`config.mk`:
```
export PLATFORM = sky130hd
export DESIGN_NAME = crc16_tx_framer
export DESIGN_NICKNAME = d
export VERILOG_FILES = /design/src/rtl/crc16_tx_framer.sv
export SDC_FILE = /design/constraint.sdc
export NUM_CORES = 1
export LEC_CHECK = 0
export ABC_AREA = 0
export ABC_CLOCK_PERIOD_IN_PS = 2300
export CORE_ASPECT_RATIO = 0.6
export CORE_MARGIN = 1
export CORE_UTILIZATION = 53
export DETAILED_ROUTE_END_ITERATION = 6
export PLACE_DENSITY_LB_ADDON = 0.05
export SLEW_MARGIN = 25
export SYNTH_ARGS = -nofsm -noshare
export SYNTH_HDL_FRONTEND = slang
export SYNTH_SLANG_ARGS = --single-unit
```
`constraint.sdc`:
```
create_clock -name iClk -period 2.3 [get_ports iClk]
set_clock_uncertainty 0.1 [all_clocks]
set_input_delay 0.575 -clock iClk [delete_from_list [all_inputs] [get_ports iClk]]
set_output_delay 0.575 -clock iClk [all_outputs]
set_load 0.1 [all_outputs]
```
`src/rtl/crc16_tx_framer.sv`:
```
// ---------------------------------------------------------------------------
// crc16_tx_framer
//
// Transmit-side packet framer for the motion-board serial link. It latches a
// parallel payload word and emits the packet one byte at a time over a
// valid/ready handshake, normally into the UART TX:
//
//   0xFF, 0xFA, payload byte 0 .. payload byte N-1, CRC[15:8], CRC[7:0]
//
// The CRC is CRC-16/XMODEM (poly 0x1021, init 0x0000, MSB-first, no
// reflection, no final XOR). It is folded one whole byte per accepted byte,
// so it is ready exactly when the last payload byte leaves.
//
// Parameters:
//   PAYLOAD_SIZE        payload bytes per packet (1..32)
//   CRC_INCLUDE_HEADER  1 = 0xFF/0xFA are part of the CRC, 0 = payload only
//
// Ports:
//   iClk        system clock
//   iRst        synchronous reset, active-high, highest priority
//   iDataValid  request to send iData, only looked at while oReady=1
//   iData       payload, byte k (k=0 first) = iData[8*(PAYLOAD_SIZE-k)-1 -: 8]
//   oReady      high only in IDLE, a new payload can be accepted
//   oByte       current output byte
//   oByteValid  oByte is valid
//   iByteReady  downstream accepts oByte this cycle
//   oFinish     one-cycle pulse after the last CRC byte is accepted
//   oCrc        CRC of the most recent completed packet
// ---------------------------------------------------------------------------
module crc16_tx_framer #(
  parameter int PAYLOAD_SIZE       = 5,
  parameter bit CRC_INCLUDE_HEADER = 1'b1
) (
  input  logic                      iClk,
  input  logic                      iRst,
  input  logic                      iDataValid,
  input  logic [PAYLOAD_SIZE*8-1:0] iData,
  output logic                      oReady,
  output logic [7:0]                oByte,
  output logic                      oByteValid,
  input  logic                      iByteReady,
  output logic                      oFinish,
  output logic [15:0]               oCrc
);

  localparam int PW = PAYLOAD_SIZE * 8;
  localparam int CW = $clog2(PAYLOAD_SIZE + 1);
  localparam logic [CW-1:0] LAST_IDX = CW'(PAYLOAD_SIZE - 1);
  localparam logic [CW-1:0] CNT_ONE  = CW'(1);

  localparam logic [7:0] HDR0_BYTE = 8'hFF;
  localparam logic [7:0] HDR1_BYTE = 8'hFA;

  typedef enum logic [2:0] {
    IDLE,
    HDR0,
    HDR1,
    PAYLOAD,
    CRC_HI,
    CRC_LO
  } state_t;

  state_t          state_q, state_d;
  logic [PW-1:0]   shift_q, shift_d;
  logic [15:0]     crc_q, crc_d;
  logic [CW-1:0]   cnt_q, cnt_d;
  logic [7:0]      byte_q, byte_d;
  logic            valid_q, valid_d;
  logic            finish_q, finish_d;
  logic [15:0]     crc_out_q, crc_out_d;

  logic            xfer;
  logic [15:0]     crc_next;

  // One full XMODEM byte step: the eight shift/XOR iterations unroll into a
  // single combinational network, so a byte is folded every clock.
  function automatic logic [15:0] crc16_fold(input logic [15:0] crc_in,
                                             input logic [7:0]  data);
    logic [15:0] c;
    c = crc_in;
    for (int i = 7; i >= 0; i--) begin
      if (c[15] ^ data[i]) begin
        c = {c[14:0], 1'b0} ^ 16'h1021;
      end else begin
        c = {c[14:0], 1'b0};
      end
    end
    return c;
  endfunction

  // The byte being folded is always the one currently on oByte, so the
  // accumulator plus the transferring byte gives the forwarded CRC used to
  // load CRC_HI in the same cycle the last payload byte leaves.
  assign xfer     = valid_q & iByteReady;
  assign crc_next = crc16_fold(crc_q, byte_q);

  // Next-state and datapath logic. Every state advances only on a transfer,
  // which keeps oByte and oByteValid frozen while downstream stalls.
  always_comb begin
    state_d   = state_q;
    shift_d   = shift_q;
    crc_d     = crc_q;
    cnt_d     = cnt_q;
    byte_d    = byte_q;
    valid_d   = valid_q;
    finish_d  = 1'b0;
    crc_out_d = crc_out_q;

    case (state_q)
      IDLE: begin
        if (iDataValid) begin
          state_d = HDR0;
          shift_d = iData;
          crc_d   = 16'h0000;
          cnt_d   = '0;
          byte_d  = HDR0_BYTE;
          valid_d = 1'b1;
        end
      end

      HDR0: begin
        if (xfer) begin
          state_d = HDR1;
          byte_d  = HDR1_BYTE;
          if (CRC_INCLUDE_HEADER) begin
            crc_d = crc_next;
          end
        end
      end

      HDR1: begin
        if (xfer) begin
          state_d = PAYLOAD;
          byte_d  = shift_q[PW-1 -: 8];
          shift_d = shift_q << 8;
          if (CRC_INCLUDE_HEADER) begin
            crc_d = crc_next;
          end
        end
      end

      // cnt_q counts payload bytes already accepted; when it reaches the
      // last index the byte on the wire is the final payload byte.
      PAYLOAD: begin
        if (xfer) begin
          crc_d = crc_next;
          cnt_d = cnt_q + CNT_ONE;
          if (cnt_q == LAST_IDX) begin
            state_d = CRC_HI;
            byte_d  = crc_next[15:8];
          end else begin
            byte_d  = shift_q[PW-1 -: 8];
            shift_d = shift_q << 8;
          end
        end
      end

      CRC_HI: begin
        if (xfer) begin
          state_d = CRC_LO;
          byte_d  = crc_q[7:0];
        end
      end

      // Returning to IDLE here makes oReady high in the oFinish cycle, so a
      // waiting request is taken with no extra gap.
      CRC_LO: begin
        if (xfer) begin
          state_d   = IDLE;
          byte_d    = 8'h00;
          valid_d   = 1'b0;
          finish_d  = 1'b1;
          crc_out_d = crc_q;
        end
      end

      default: begin
        state_d = IDLE;
        valid_d = 1'b0;
      end
    endcase
  end

  // State and datapath registers. Reset wins over everything and abandons
  // any packet in flight without a finish pulse.
  always_ff @(posedge iClk) begin
    if (iRst) begin
      state_q   <= IDLE;
      shift_q   <= '0;
      crc_q     <= 16'h0000;
      cnt_q     <= '0;
      byte_q    <= 8'h00;
      valid_q   <= 1'b0;
      finish_q  <= 1'b0;
      crc_out_q <= 16'h0000;
    end else begin
      state_q   <= state_d;
      shift_q   <= shift_d;
      crc_q     <= crc_d;
      cnt_q     <= cnt_d;
      byte_q    <= byte_d;
      valid_q   <= valid_d;
      finish_q  <= finish_d;
      crc_out_q <= crc_out_d;
    end
  end

  assign oReady     = (state_q == IDLE);
  assign oByte      = byte_q;
  assign oByteValid = valid_q;
  assign oFinish    = finish_q;
  assign oCrc       = crc_out_q;

endmodule

```
; After elaboration in Yosys (flattened, before gate mapping)
; Index checks and enable logic that the tools add are counted.
; Widths: inputs -> output; s select.
[word_totals]
ff_bits = 88
input_bits = 44
out_inout_bits = 27
elab_cells = 97
[op_classes]
n_addsub = 1
n_eq_ne = 15
mux = 39
bitwise = 19
n_reduce_logical = 15
[ops]
columns = operator, n
row1 = $mux 40, 4
row2 = $pmux 40 s3, 1
row3 = $mux 13, 8
row4 = $mux 8, 7
row5 = $pmux 8 s6, 1
row6 = $mux 16, 2
row7 = $pmux 16 s2, 1
row8 = $mux 3, 9
row9 = $not 3->3, 8
row10 = $pmux 3 s6, 1
row11 = $ne 2x2->1 const B, 8
row12 = $reduce_and 7->1, 2
row13 = $eq 3x3->1 const B, 3
row14 = $reduce_and 3->1, 3
row15 = $xor 1x1->1, 8
row16 = $eq 3x2->1 const B, 2
row17 = $pmux 3 s2, 1
row18 = $reduce_bool 6->1, 1
row19 = $reduce_and 5->1, 1
row20 = $reduce_bool 2->1, 2
row21 = $reduce_or 4->1, 1
row22 = $add 3x1->3 const B, 1
row23 = $eq 3x1->1 const B, 1
row24 = $logic_not 3->1, 1
row25 = other kinds (9), 12

; Longest topological paths before layout
[depth]
depth_word = 19
depth_mapped = 7
depth_no_buf = 6

; Least setup slack after synthesis
; OpenSTA, ideal clock, no wires.
[synth_timing]
path_kind = reg-to-output
from = register state_q[2]
to = output port oReady
arrival_ns = 2.747
t_required_ns = 1.625
path_slack_ns = -1.122
path_stages_with_launch = 4
n_path_buf = 2
cell_sequence = dfxtp_1 > buf_2 > buf_1 > nor3_1
[synth_between]
elab_chain_len = 1
[synth_lines]
columns = item, line
row1 = "start, declared", 63  ; state_t state_q, state_d;
row2 = "start signal, assigned", 197  ; state_q <= state_d;
row3 = $logic_not 3->1, 208  ; assign oReady = (state_q == IDLE);
row4 = "end, declared", 38  ; output logic oReady,
; No other way between the ends.

; Worst setup path in the final report
[layout_timing]
from = input port iDataValid
to = register crc_q[6]
[layout_between]
elab_chain_len = 2
[layout_lines]
columns = item, line
row1 = "start, declared", 36  ; input logic iDataValid,
row2 = $ne 2x2->1 (no line), n/a
row3 = $reduce_and 3->1 (no line), n/a
row4 = "end signal, assigned", 199  ; crc_q <= crc_d;
row5 = "end, declared", 65  ; logic [15:0] crc_q, crc_d;
; No other way between the ends.
; A chain may end at the register's enable or synchronous reset.

==> impl_metrics.ini <==
[outcome]
status = finished, final reports clean

[final_layout]
area_growth_syn_to_layout_pct = 30.4
ff_latch_area_um2 = 1760
final_util = 0.728
multi_input_area_um2 = 2180
stdcell_area_um2 = 5380
nets = 570
nFillCells = 598
antennaDiodeCount = 0
layout.cells.non_filler = 632
drive_above_1_share = 0.169

[sta]
slew_viol_final = 0
hold_slack_ns = 0.355
tightest_slew_ns = 0.624
setup_viol = 0
fin_crit_sh = 0.928
slew_headroom = 0.582
final.setup.worst_slack_ns = 0.165
fin_crit_ns = 2.13
fmax_ghz = 0.468
hold_viol_final = 0
rsz0062_at_grt = false

[placement]
dp.cells = 617
place_hpwl_um = 7840
dpl_cell_area_um2 = 5030
dp_slack_ns = -0.160
place_congestion = 0.961
port_buffers = 70

[setup_path]
cpLargestDelayFamily = buffers and inverters
path_buf_inv = 2
cp.arrival_ns = 2.27
max_stage_delay_ns = 0.50
cp-start-kind = input port
critPathKind = in -> reg
worstSetupStartpoint = iDataValid
crit_cells = 6
worstPathRequired_ns = 2.43
critical_path.max_fanout = 8
worst_setup_path_end_kind = flop
rr_worst_depth = 5
timing.critical_path.cells = clkdlybuf4s50_1 -> or3b_1 -> buf_4 -> a21oi_2 -> nor2_1 -> a22o_1
r2r-start = state_q[0]
cp_slowest_cell = clkdlybuf4s50_1

[floorplan]
die_width_um = 116
core-area_um2 = 7390
die_y_um = 70.3
rows = 24
io-pin-count = 71
initial_utilization = 0.558
dieArea_um2 = 8140

[synth]
ys_ff_latch = 88
avgSynthCellArea_um2 = 9.28
ys_seq_area_frac = 0.427
synth-edff-count = 0
synth_fa_ha_area_frac = 0.00607
synth_xor_area_frac = 0.0811
yosysUniqueCellTypes = 49
yosys.area_share.simple = 0.114
synth_top_family_by_area = compound AO/OA/AOI/OAI gates
async_flop_share = 0
netlist_area_um2 = 4120
synth_compound_area_frac = 0.241
syn_inst = 444
synth_nets = 490
yosys_most_used_dff = dfxtp_1
ys_warn_count = 0
synth_mux_area_frac = 0.0829

[power]
irDropWorstVdd_mv = 0.469
sequentialPowerShare = 0.407
switching_share = 0.270
p_leak_nw = 1.99
pwr-share-comb = 0.197
p_int_mw = 3.07
p_sw_mw = 1.14
clockPowerShare = 0.396
power.density_nw_per_um2 = 783

[clock_network]
post_cts_resized = 0
clock-sinks = 88
cts.htree.levels = 3
clockBufferDepth = 2
path_clk_slew_ns = 0.06
hold_buffers = 0
post_cts_buffers = 0
cts_buffers = 9
clockRootBuffer = clkbuf_16
cts_tree = built
clkLatencyLatePin_ns = 0.34

[worst_hold_path]
min_path_type = reg -> reg
hold_start = oCrc[8]
holdPathStages = 2

[grt]
grtUsageMet3 = 0.0729
overflow = 0
grt_pass1_wl_um = 17600
grt_pass1_vias = 3444
grt_usage = 0.286
met1_usage = 0.425
top_usage_layer = met1
antenna_found_initial = 0
grt_max_degree = 65
gr-usage-met2 = 0.409

[drt]
drt_iter0_markers = 396
drcViolationCount = 0
vias = 3639
drt.antenna.violating_nets = 0
wl_per_cell_um = 17.2
viasPerCell = 5.76
firstDrtPassIters = 6
wl_um = 10900

[run]
drv_cap = 0
## through the flow
stage | power [mW] | TNS, ns
after floorplan | 2.28 | 0
after global placement | 2.54 | -0.857
after detailed placement | 2.56 | -3.96
after CTS | 4.23 | 0
after global routing | 4.36 | 0
final | 4.21 | 0
## cell type report
type,instances,share of cell area
clock buffers,10,0.0444
clock inverters,5,0.0195
inverters,7,0.00489
multi-input cells,316,0.406
flip-flops and latches,88,0.328
well taps,104,0.0242
repair buffers,102,0.173
## cell usage after synthesis, types with 6 or more instances
library cell / n / area (um^2)
nor3_1: 7 / 35.0
clkbuf_1: 15 / 56.3
nor2_1: 19 / 71.3
xnor2_1: 12 / 105
nand3_1: 9 / 45.0
mux2i_1: 33 / 330
nand2_1: 51 / 191
buf_2: 10 / 50.1
o21ai_0: 17 / 85.1
inv_1: 6 / 22.5
a311oi_1: 33 / 289
a21oi_1: 67 / 335
dfxtp_1: 88 / 1760
## kinds of logic (layout without fill, tap and decap cells)
group	after synthesis	count (layout)
flops	88	88
buf+inv	40	124
mux	34	34
xor+xnor	26	26
fa+ha+maj	2	2
simple gates	104	104
compound gates	150	150
## placed cells by master, fill, tap and decap left out, types with 5 or more instances in the layout
| cell type | count |
|---|---|
| mux2i_1 | 33 |
| xnor3_1 | 5 |
| a22oi_1 | 5 |
| a221oi_1 | 5 |
| nand2_1 | 51 |
| clkdlybuf4s50_1 | 42 |
| nand2b_1 | 5 |
| xnor2_1 | 12 |
| nand3_1 | 9 |
| a21oi_1 | 67 |
| dfxtp_1 | 86 |
| buf_4 | 54 |
| xor2_1 | 5 |
| clkbuf_16 | 9 |
| nor3_1 | 6 |
| buf_12 | 5 |
| o21ai_0 | 17 |
| nor2_1 | 19 |
| a311oi_1 | 33 |
| inv_1 | 6 |
## power by group through the flow
| stage | Sequential, mW | Clock, mW | Combinational [mW] |
|---|---|---|---|
| 6_report | 1.71 | 1.67 | 0.830 |
| 5_1_grt | 1.72 | 1.75 | 0.884 |
| 4_1_cts | 1.71 | 1.70 | 0.826 |
| 3_5_place_dp | 1.74 | 0 | 0.816 |
| 3_3_place_gp | 1.74 | 0 | 0.806 |
| 2_1_floorplan | 1.84 | 0 | 0.444 |
## worst register-to-register path, cell delays in order, from the launching register on
cell and delay (ns):
dfxtp_1 0.54, and3_1 0.36, nor2_1 0.08, buf_4 0.17, a221o_1 0.40, o221a_2 0.26
## worst paths after layout
kind              endpoint  slack, ns
hold reg to reg    oCrc[8]       0.35
setup reg to reg  oByte[7]       0.28
setup / recovery  crc_q[6]       0.17
hold / removal     oCrc[8]       0.35
## layer usage
metal	vias up	part of all wire
met3	11	0.072
met1	1689	0.50
met2	135	0.42
met4	0	0.0099
li1	1804	-
met5	-	0
## sequential cells by signal (all words and copies together), names as in the netlist
register and count:
oByte 8, cnt_q 3, oByteValid 1, oCrc 16, shift_q 40, oFinish 1, crc_q 16, state_q 3
Note: power is estimated with default switching activity, not from simulation.
